`src/rtl/multi_channel_clock_divider.sv`:
```
// -----------------------------------------------------------------------------
// multi_channel_clock_divider
//
// N independent programmable clock dividers. Each channel counts system clocks
// up to its active half-period H. On reaching H it toggles its square-wave
// output and pulses tick, which gives an output period of 2*(H+1) clocks at an
// exact 50% duty cycle.
//
// Half-period updates come in two kinds:
//   - deferred (wr_sync=0): the value is parked in a pending register. It
//     becomes active at the next wrap, so the half-cycle already in progress
//     finishes at the old length and the output never glitches.
//   - hard restart (wr_sync=1): the value takes effect at once. The counter
//     clears and the output returns to RESET_LEVEL.
// A channel that is disabled, or whose active half-period is 0 (muted), holds
// its counter at 0 and its output at RESET_LEVEL. A pending value is applied
// immediately while a channel is idle, so a nonzero write unmutes it.
//
// Ports
//   clock    : system clock, rising edge
//   reset    : asynchronous active-low reset (release expected synchronous)
//   wr_en    : one-cycle half-period write strobe
//   wr_chan  : write target channel; out-of-range targets are ignored
//   wr_half  : new half-period value
//   wr_sync  : 1 = hard restart, 0 = deferred to next wrap
//   ch_en    : per-channel enable level
//   clk_out  : per-channel divided square wave (registered)
//   tick     : per-channel one-cycle pulse on each clk_out toggle (registered)
// -----------------------------------------------------------------------------
module multi_channel_clock_divider #(
  parameter int   CHANNELS     = 4,
  parameter int   CNT_W        = 21,
  parameter int   DEFAULT_HALF = 900000,
  parameter logic RESET_LEVEL  = 1'b1,
  localparam int  CH_W         = (CHANNELS > 1) ? $clog2(CHANNELS) : 1
) (
  input  logic                clock,
  input  logic                reset,
  input  logic                wr_en,
  input  logic [CH_W-1:0]     wr_chan,
  input  logic [CNT_W-1:0]    wr_half,
  input  logic                wr_sync,
  input  logic [CHANNELS-1:0] ch_en,
  output logic [CHANNELS-1:0] clk_out,
  output logic [CHANNELS-1:0] tick
);

  localparam logic [CNT_W-1:0] DEF_HALF = CNT_W'(DEFAULT_HALF);

  for (genvar i = 0; i < CHANNELS; i++) begin : g_ch
    logic [CNT_W-1:0] cnt;
    logic [CNT_W-1:0] active_half;
    logic [CNT_W-1:0] pend_half;
    logic             pend_valid;
    logic             clk_q;
    logic             tick_q;
    logic             wr_hit;
    logic             running;
    logic             wrap;

    // An out-of-range wr_chan matches no channel, so the write is dropped.
    assign wr_hit  = wr_en && (wr_chan == CH_W'(i));
    assign running = ch_en[i] && (active_half != '0);
    assign wrap    = (cnt == active_half);

    always_ff @(posedge clock or negedge reset) begin
      if (!reset) begin
        cnt         <= '0;
        active_half <= DEF_HALF;
        pend_half   <= DEF_HALF;
        pend_valid  <= 1'b0;
        clk_q       <= RESET_LEVEL;
        tick_q      <= 1'b0;
      end else if (wr_hit && wr_sync) begin
        // A hard restart overrides everything else this cycle, including a
        // wrap that would otherwise have produced a tick.
        active_half <= wr_half;
        cnt         <= '0;
        clk_q       <= RESET_LEVEL;
        tick_q      <= 1'b0;
        pend_valid  <= 1'b0;
      end else begin
        if (!running) begin
          cnt    <= '0;
          clk_q  <= RESET_LEVEL;
          tick_q <= 1'b0;
          if (pend_valid) begin
            active_half <= pend_half;
            pend_valid  <= 1'b0;
          end
        end else if (wrap) begin
          cnt    <= '0;
          clk_q  <= ~clk_q;
          tick_q <= 1'b1;
          if (pend_valid) begin
            active_half <= pend_half;
            pend_valid  <= 1'b0;
          end
        end else begin
          cnt    <= cnt + 1'b1;
          tick_q <= 1'b0;
        end
        // A deferred write is placed last so that it wins over the promotion
        // above. The old pending value is promoted, and the new one waits for
        // the following wrap.
        if (wr_hit) begin
          pend_half  <= wr_half;
          pend_valid <= 1'b1;
        end
      end
    end

    assign clk_out[i] = clk_q;
    assign tick[i]    = tick_q;
  end

endmodule

```
`config.mk`:
```
export PLATFORM = sky130hd
export DESIGN_NAME = multi_channel_clock_divider
export DESIGN_NICKNAME = d
export VERILOG_FILES = /design/src/rtl/multi_channel_clock_divider.sv
export SDC_FILE = /design/constraint.sdc
export NUM_CORES = 1
export LEC_CHECK = 0
export CAP_MARGIN = 10
export CELL_PAD_IN_SITES_DETAIL_PLACEMENT = 0
export CELL_PAD_IN_SITES_GLOBAL_PLACEMENT = 2
export CORE_ASPECT_RATIO = 0.7
export CORE_UTILIZATION = 45
export DETAILED_ROUTE_END_ITERATION = 12
export DONT_BUFFER_PORTS = 1
export PLACE_DENSITY = 0.76
export SYNTH_ARGS = -nofsm -noshare
export SYNTH_HDL_FRONTEND = slang
export SYNTH_SLANG_ARGS = --single-unit
```
`constraint.sdc`:
```
create_clock -name clock -period 2.8 [get_ports clock]
set_input_delay 0.56 -clock clock [delete_from_list [all_inputs] [get_ports clock]]
set_output_delay 0.56 -clock clock [all_outputs]
set_load 0.01 [all_outputs]
```
==> qor.csv, run 1 <==
metric,value,unit
maxCapViolCount,0,
ys_seq_area_share,51.9,%
worst-setup-path-type,flip-flop to flip-flop,
io_pins,39,
firstDrtPassIters,4,
ir_worst_vdd,438,uV
hold_viol,184,
min_path_type,primary input to asynchronous set/reset pin,
drive_above_1_share,36.2,%
synth_warnings,0,
synth_cell_type_count,36,
syn_area,0.0129,sq mm
status,"finished, violations left",
fin_crit_sh,87.6,%
dp_hpwl,19.3,mm
io_buffers,0,
power.switching,3080,uW
p_seq_share,51.0,%
clock_power_share,31.1,%
fmax,408,MHz
utilization,50.9,%
finalSetupTns,0,ns
track_usage,20.2,%
dieArea,0.0295,sq mm
root_buffer,clkbuf_16,
slew_viol_final,0,
power_leakage,0.00602,uW
clk_pin_slew,0.06,ns
finish.instance_area,0.0143,sq mm
path_max_fanout,9,
cp.required,3.22,ns
cts_tree,built,
dieHeight,144,um
placed_area,0.0134,sq mm
layout.cells.non_filler,1461,
grt_pass1_vias,8120,
syn_avg_cell_area,12.1,sq um
clock_sinks,264,
rsz0062_at_grt,false,
violations,negative hold slack,
maxSlewHeadroom,46.4,%
cp-end-kind,flip-flop,
rows,51,
start_util,46.2,%
grt-ovfl-total,0,
min_period,2.45,ns
gp_congestion,0.761,
wl_per_cell,19.5,um
fill_cells,2551,
h-tree-depth,1,
clk_path_buf_depth,3,
internal-power,8310,uW
cts_resized,0,
synth_nets,1104,
cp-start-kind,flip-flop,
async_flop_share,100,%
ant_nets,0,
worst_slack,0.346,ns
die-width,205,um
route.vias.total,7863,
p_comb_share,17.9,%
drtIter0Drc,373,
vias_per_cell,5.38,
cts_setup_buffers,0,
preCtsSetupSlack,0.386,ns
whs,-0.282,ns
antenna_found_initial,0,
ys_seq_elements,264,
skew,0.0173,ns
grt_start_max_net_pins,265,
switching_share,27.1,%
cp.arrival,2.87,ns
placed_cells,1412,
max_slew.worst_pin.slew,0.797,ns
drcViolationCount,0,
syn_inst,1069,
nets,1105,
area_growth,10.1,%
cts_buffers,27,
grt_pass1_wl,45.8,mm
clk_latency,0.55,ns
routed_wl,28.5,mm
synth_edf_count,0,
p_per_area,799,mW/mm^2
core_area,0.0280,sq mm
synth_ff_type,dfrtp_1,
setup_viol,0,
==> path summary, 6_finish.rpt <==
kind	startpoint	endpoint	slack, ns	cells after the start
worst min-delay path	reset	g_ch[0].cnt[13]	-0.28	0
max in group asynchronous	reset	g_ch[1].clk_q	2.68	0
worst min register to register	g_ch[0].pend_half[3]	g_ch[0].pend_half[3]	0.50	1
worst max-delay path	g_ch[0].active_half[2]	g_ch[0].active_half[14]	0.35	6
min in group clock	wr_sync	g_ch[1].pend_valid	0.13	1
worst max register to register	g_ch[0].active_half[2]	g_ch[0].active_half[14]	0.35	6
==> per-layer routing <==
metal / GRT usage, % / wire [um] / vias to the layer above
met5: 0 / 0 / -
met4: 4.12 / 513 / 0
met3: 4.20 / 1280 / 35
met2: 28.8 / 11800 / 105
met1: 31.3 / 14900 / 3986
li1: - / - / 3737
==> power by group through the flow <==
| stage | Combinational, uW | Clock [uW] | Sequential [uW] |
|---|---|---|---|
| finish | 2040 | 3550 | 5800 |
| global route | 2240 | 3810 | 5940 |
| CTS | 2050 | 3650 | 5820 |
| detailed placement | 2030 | 0 | 5890 |
| global placement | 2000 | 0 | 5860 |
| floorplan | 1670 | 0 | 5610 |
==> placed cells by master, fill, tap and decap left out, types with 4 or more instances in the layout <==
master	Yosys	routed
or4_1	4	4
mux2_2	232	232
clkbuf_1	28	9
nand4_1	28	28
and3_1	9	9
nand2_1	31	31
o21ai_1	0	4
nor3_1	19	17
dfstp_2	92	92
dfrtp_1	172	172
and2_1	5	5
xnor2_1	29	29
inv_1	13	13
nand3_1	36	36
o22ai_2	0	4
mux2_1	20	20
nor2_1	111	110
ha_1	4	4
xor2_1	130	130
and4_1	8	8
nor4_1	34	34
clkbuf_8	0	7
buf_4	10	20
clkbuf_16	0	27
o21ai_0	12	8
or3_1	4	4
==> state kept, by name (all words and copies together) (netlist names) <==
| signal | cells |
|---|---|
| g_ch.active_half | 84 |
| g_ch.clk_q | 4 |
| g_ch.cnt | 84 |
| g_ch.pend_half | 84 |
| g_ch.pend_valid | 4 |
| g_ch.tick_q | 4 |
==> cells in the mapped netlist (all sizes together) (21+ instances only) <==
| master | instances | area share [%] |
|---|---|---|
| nor2 | 111 | 3.2 |
| mux2 | 252 | 22 |
| nand4 | 28 | 1.4 |
| xnor2 | 29 | 2.0 |
| nand2 | 31 | 0.90 |
| dfrtp | 172 | 33 |
| xor2 | 130 | 8.8 |
| clkbuf | 28 | 0.81 |
| buf | 21 | 0.97 |
| dfstp | 92 | 19 |
| nor4 | 34 | 1.6 |
| nand3 | 36 | 1.4 |
==> metrics by stage <==
| stage | hold slack, ns | total power (uW) |
|---|---|---|
| 2_1_floorplan | 0.264 | 7280 |
| 3_3_place_gp | 0.273 | 7850 |
| 3_5_place_dp | 0.273 | 7910 |
| 4_1_cts | -0.308 | 11500 |
| 5_1_grt | -0.311 | 12000 |
| 6_report | -0.282 | 11400 |
==> area by class of cell <==
cell class / instances / area [sq um] / share of cell area (%)
clock inverters: 5 / 56.3 / 0.395
repair buffers: 21 / 170 / 1.19
inverters: 13 / 48.8 / 0.342
multi-input cells: 743 / 5990 / 42.0
clock buffers: 43 / 806 / 5.65
flip-flops and latches: 264 / 6720 / 47.1
diodes: 1 / 2.50 / 0.0175
well taps: 371 / 464 / 3.26
==> critical path, stage by stage, from the launching register on <==
cell      delay (ns)
dfrtp_1         0.40
or4_1           0.53
nor3_1          0.28
a311oi_1        0.19
o22ai_2         0.36
buf_4           0.25
mux2_1          0.33
==> kinds of logic (layout without fill, tap and decap cells) <==
logic type                 count (synthesis)  count (layout)  share of synthesized area (%)
AOI/OAI and AO/OA                         25              25                           1.22
xor gates and xnor gates                 159             159                           10.8
adders and majority gates                  4               4                          0.387
buffers and inverters                     62              82                           2.15
DFF                                      264             264                           51.9
muxes                                    252             252                           21.9
other                                      0               1                              0
and+or+nand+nor                          303             303                           11.7
Note: power is estimated with default switching activity, not from simulation.
==> run 2: changes to the inputs <==
Settings changed: CAP_MARGIN 10 to 20.
==> results of run 2 <==
Final layout, timing and power as in run 1 (identical DEF).
==> run 3: changes to the inputs <==
Clock period 2.8 ns to 2.7 ns, I/O delays scaled along.
==> run 3 against run 2 <==
Net effect: the run still ends with negative hold slack left; via count is 0.56% higher; hold slack worse by 0.022 ns; first-iteration DRC count is 17% higher; core utilization is 0.20 points higher; wire length is 0.14% lower; design area is 0.39% higher; power is 4.7% higher; setup slack worse by 0.022 ns; maximum frequency is 3.3% higher; sequential power is 3.8% higher; largest cell class unchanged.
==> qor.csv, run 3 (synthesized netlist as in run 1, its figures left out) <==
metric,value,unit,change
status,"finished, violations left",,unchanged
violations,negative hold slack,,unchanged
maxSlewHeadroom,51.8,%,was 46.4%
worst-setup-path-type,flip-flop to flip-flop,,unchanged
min_period,2.38,ns,was 2.45 ns
cts_buffers,27,,unchanged
clock_sinks,264,,unchanged
route.vias.total,7907,,"was 7,863"
rows,51,,unchanged
rsz0062_at_grt,false,,unchanged
cts_setup_buffers,0,,unchanged
grt_start_max_net_pins,265,,unchanged
whs,-0.304,ns,was -0.282 ns
fill_cells,2510,,"was 2,551"
track_usage,19.9,%,was 20.2%
grt_pass1_vias,7985,,"was 8,120"
cp-end-kind,flip-flop,,unchanged
reg2reg_to,g_ch[0].active_half[17],,was g_ch[0].active_half[14]
worst_slack,0.324,ns,was 0.346 ns
layout.cells.non_filler,1467,,"was 1,461"
final_cell_mix,"mux2_2 (232), dfrtp_1 (172), xor2_1 (130), nor2_1 (110), dfstp_2 (92)",,unchanged
preCtsSetupSlack,0.366,ns,was 0.386 ns
start_util,46.2,%,unchanged
ant_nets,0,,unchanged
slew_viol_final,0,,unchanged
placed_cells,1414,,"was 1,412"
ir_worst_vdd,452,uV,was 438 uV
finish.instance_area,0.0143,sq mm,about the same
skew,0.0152,ns,was 0.0173 ns
routed_wl,28.5,mm,about the same
nets,1107,,"was 1,105"
drive_above_1_share,36.7,%,was 36.2%
switching_share,27.0,%,was 27.1%
fin_crit_sh,88.0,%,was 87.6%
drcViolationCount,0,,unchanged
internal-power,8710,uW,was 8310 uW
maxCapViolCount,0,,unchanged
dieHeight,144,um,unchanged
dp_hpwl,19.1,mm,was 19.3 mm
cp.arrival,2.80,ns,was 2.87 ns
fmax,421,MHz,was 408 MHz
cts_tree,built,,unchanged
area_growth,10.6,%,was 10.1%
p_seq_share,50.5,%,was 51.0%
setup_viol,0,,unchanged
wl_per_cell,19.4,um,was 19.5 um
clk_pin_slew,0.06,ns,about the same
core_area,0.0280,sq mm,unchanged
cp-start-kind,flip-flop,,unchanged
vias_per_cell,5.39,,was 5.38
dieArea,0.0295,sq mm,unchanged
io_pins,39,,unchanged
io_buffers,0,,unchanged
layout_commonest_cell,mux2_2,,unchanged
drtIter0Drc,435,,was 373
clock_power_share,31.9,%,was 31.1%
placed_area,0.0134,sq mm,about the same
firstDrtPassIters,4,,unchanged
grt-ovfl-total,0,,unchanged
clk_path_buf_depth,3,,unchanged
p_per_area,833,mW/mm^2,was 799 mW/mm^2
min_path_type,primary input to asynchronous set/reset pin,,unchanged
p_comb_share,17.6,%,was 17.9%
root_buffer,clkbuf_16,,unchanged
cp.required,3.12,ns,was 3.22 ns
clk_latency,0.55,ns,about the same
path_max_fanout,21,,was 9
grt_pass1_wl,45.2,mm,was 45.8 mm
power_leakage,0.00606,uW,was 0.00602 uW
max_slew.worst_pin.slew,0.723,ns,was 0.797 ns
reg2regPathDepth,6,,unchanged
reg2reg_from,g_ch[0].active_half[2],,unchanged
cts_resized,0,,unchanged
top_regs,"g_ch.active_half: 84 flops, g_ch.cnt: 84 flops, g_ch.pend_half: 84 flops",,unchanged
slowest_stage,or4_1,,unchanged
die-width,205,um,unchanged
ff2ff_setup_slack,0.32,ns,was 0.35 ns
finalSetupTns,0,ns,unchanged
crit_chain,"or4_1, nor3_1, a311oi_1, o22ai_2, buf_12, mux2_1",,"was or4_1, nor3_1, a311oi_1, o22ai_2, buf_4, mux2_1"
hold_viol,175,,was 184
antenna_found_initial,1,,was 0
critPathMaxStageDelay,0.51,ns,was 0.53 ns
gp_congestion,0.763,,was 0.761
power.switching,3220,uW,was 3080 uW
p_total,11900,uW,"was 11,400 uW"
h-tree-depth,1,,unchanged
run 3: cell count changes in the layout (fill, tap and decap cells not counted), sizes merged:
cell / change
clkinvlp: -1
clkinv: +5
diode: +2
bufinv: +1
buf: +2
clkbuf: -3
run 3: power by group through the flow:
stage          clock network, uW  registers, uW  logic, uW
3_3_place_gp                   0           6080       2050
4_1_cts                     3910           6040       2110
6_report                    3800           6020       2100
5_1_grt                     4080           6160       2310
2_1_floorplan                  0           5810       1740
3_5_place_dp                   0           6100       2090
run 3: routing by layer:
| layer | track usage (%) | share of wire, % | vias to the layer above |
|---|---|---|---|
| met5 | 0 | 0 | - |
| met4 | 4.12 | 1.7 | 0 |
| met3 | 4.01 | 4.9 | 33 |
| met2 | 27.7 | 41 | 122 |
| met1 | 31.4 | 53 | 4000 |
| li1 | - | - | 3752 |
run 3: how the worst max path moves through the flow:
stage | from | slack, ns | end
4_1_cts | g_ch[0].active_half[2] | 0.38 | g_ch[0].active_half[17]
3_3_place_gp | wr_chan[1] | 0.37 | g_ch[0].active_half[14]
3_5_place_dp | wr_chan[1] | 0.37 | g_ch[0].active_half[0]
6_report | g_ch[0].active_half[2] | 0.32 | g_ch[0].active_half[17]
2_1_floorplan | wr_sync | 0.31 | g_ch[0].active_half[0]
5_1_grt | g_ch[0].active_half[2] | 0.29 | g_ch[0].active_half[17]
run 3: per-stage QoR:
stage | hold slack [ns] | util (%)
after floorplan | 0.244 | -
after global placement | 0.254 | 47.9
after global routing | -0.328 | 51.1
final | -0.304 | 51.1
after detailed placement | 0.254 | 47.9
after CTS | -0.329 | 51.1
run 3: worst max-delay path: cells and delay by family, from the launching register on:
family,cells,cell delay [ns]
compound gates,2,0.46
buf+inv,1,0.21
flops,1,0.40
mux,1,0.34
simple gates,2,0.83
run 3: layout make-up:
cell class	count	area, sq um	share of cell area, %
flip-flops and latches	264	6720	46.9
multi-input cells	743	5990	41.8
clock buffers	40	795	5.55
well taps	371	464	3.24
repair buffers	23	185	1.29
clock inverters	10	104	0.725
inverters	13	48.8	0.341
diodes	3	7.51	0.0524
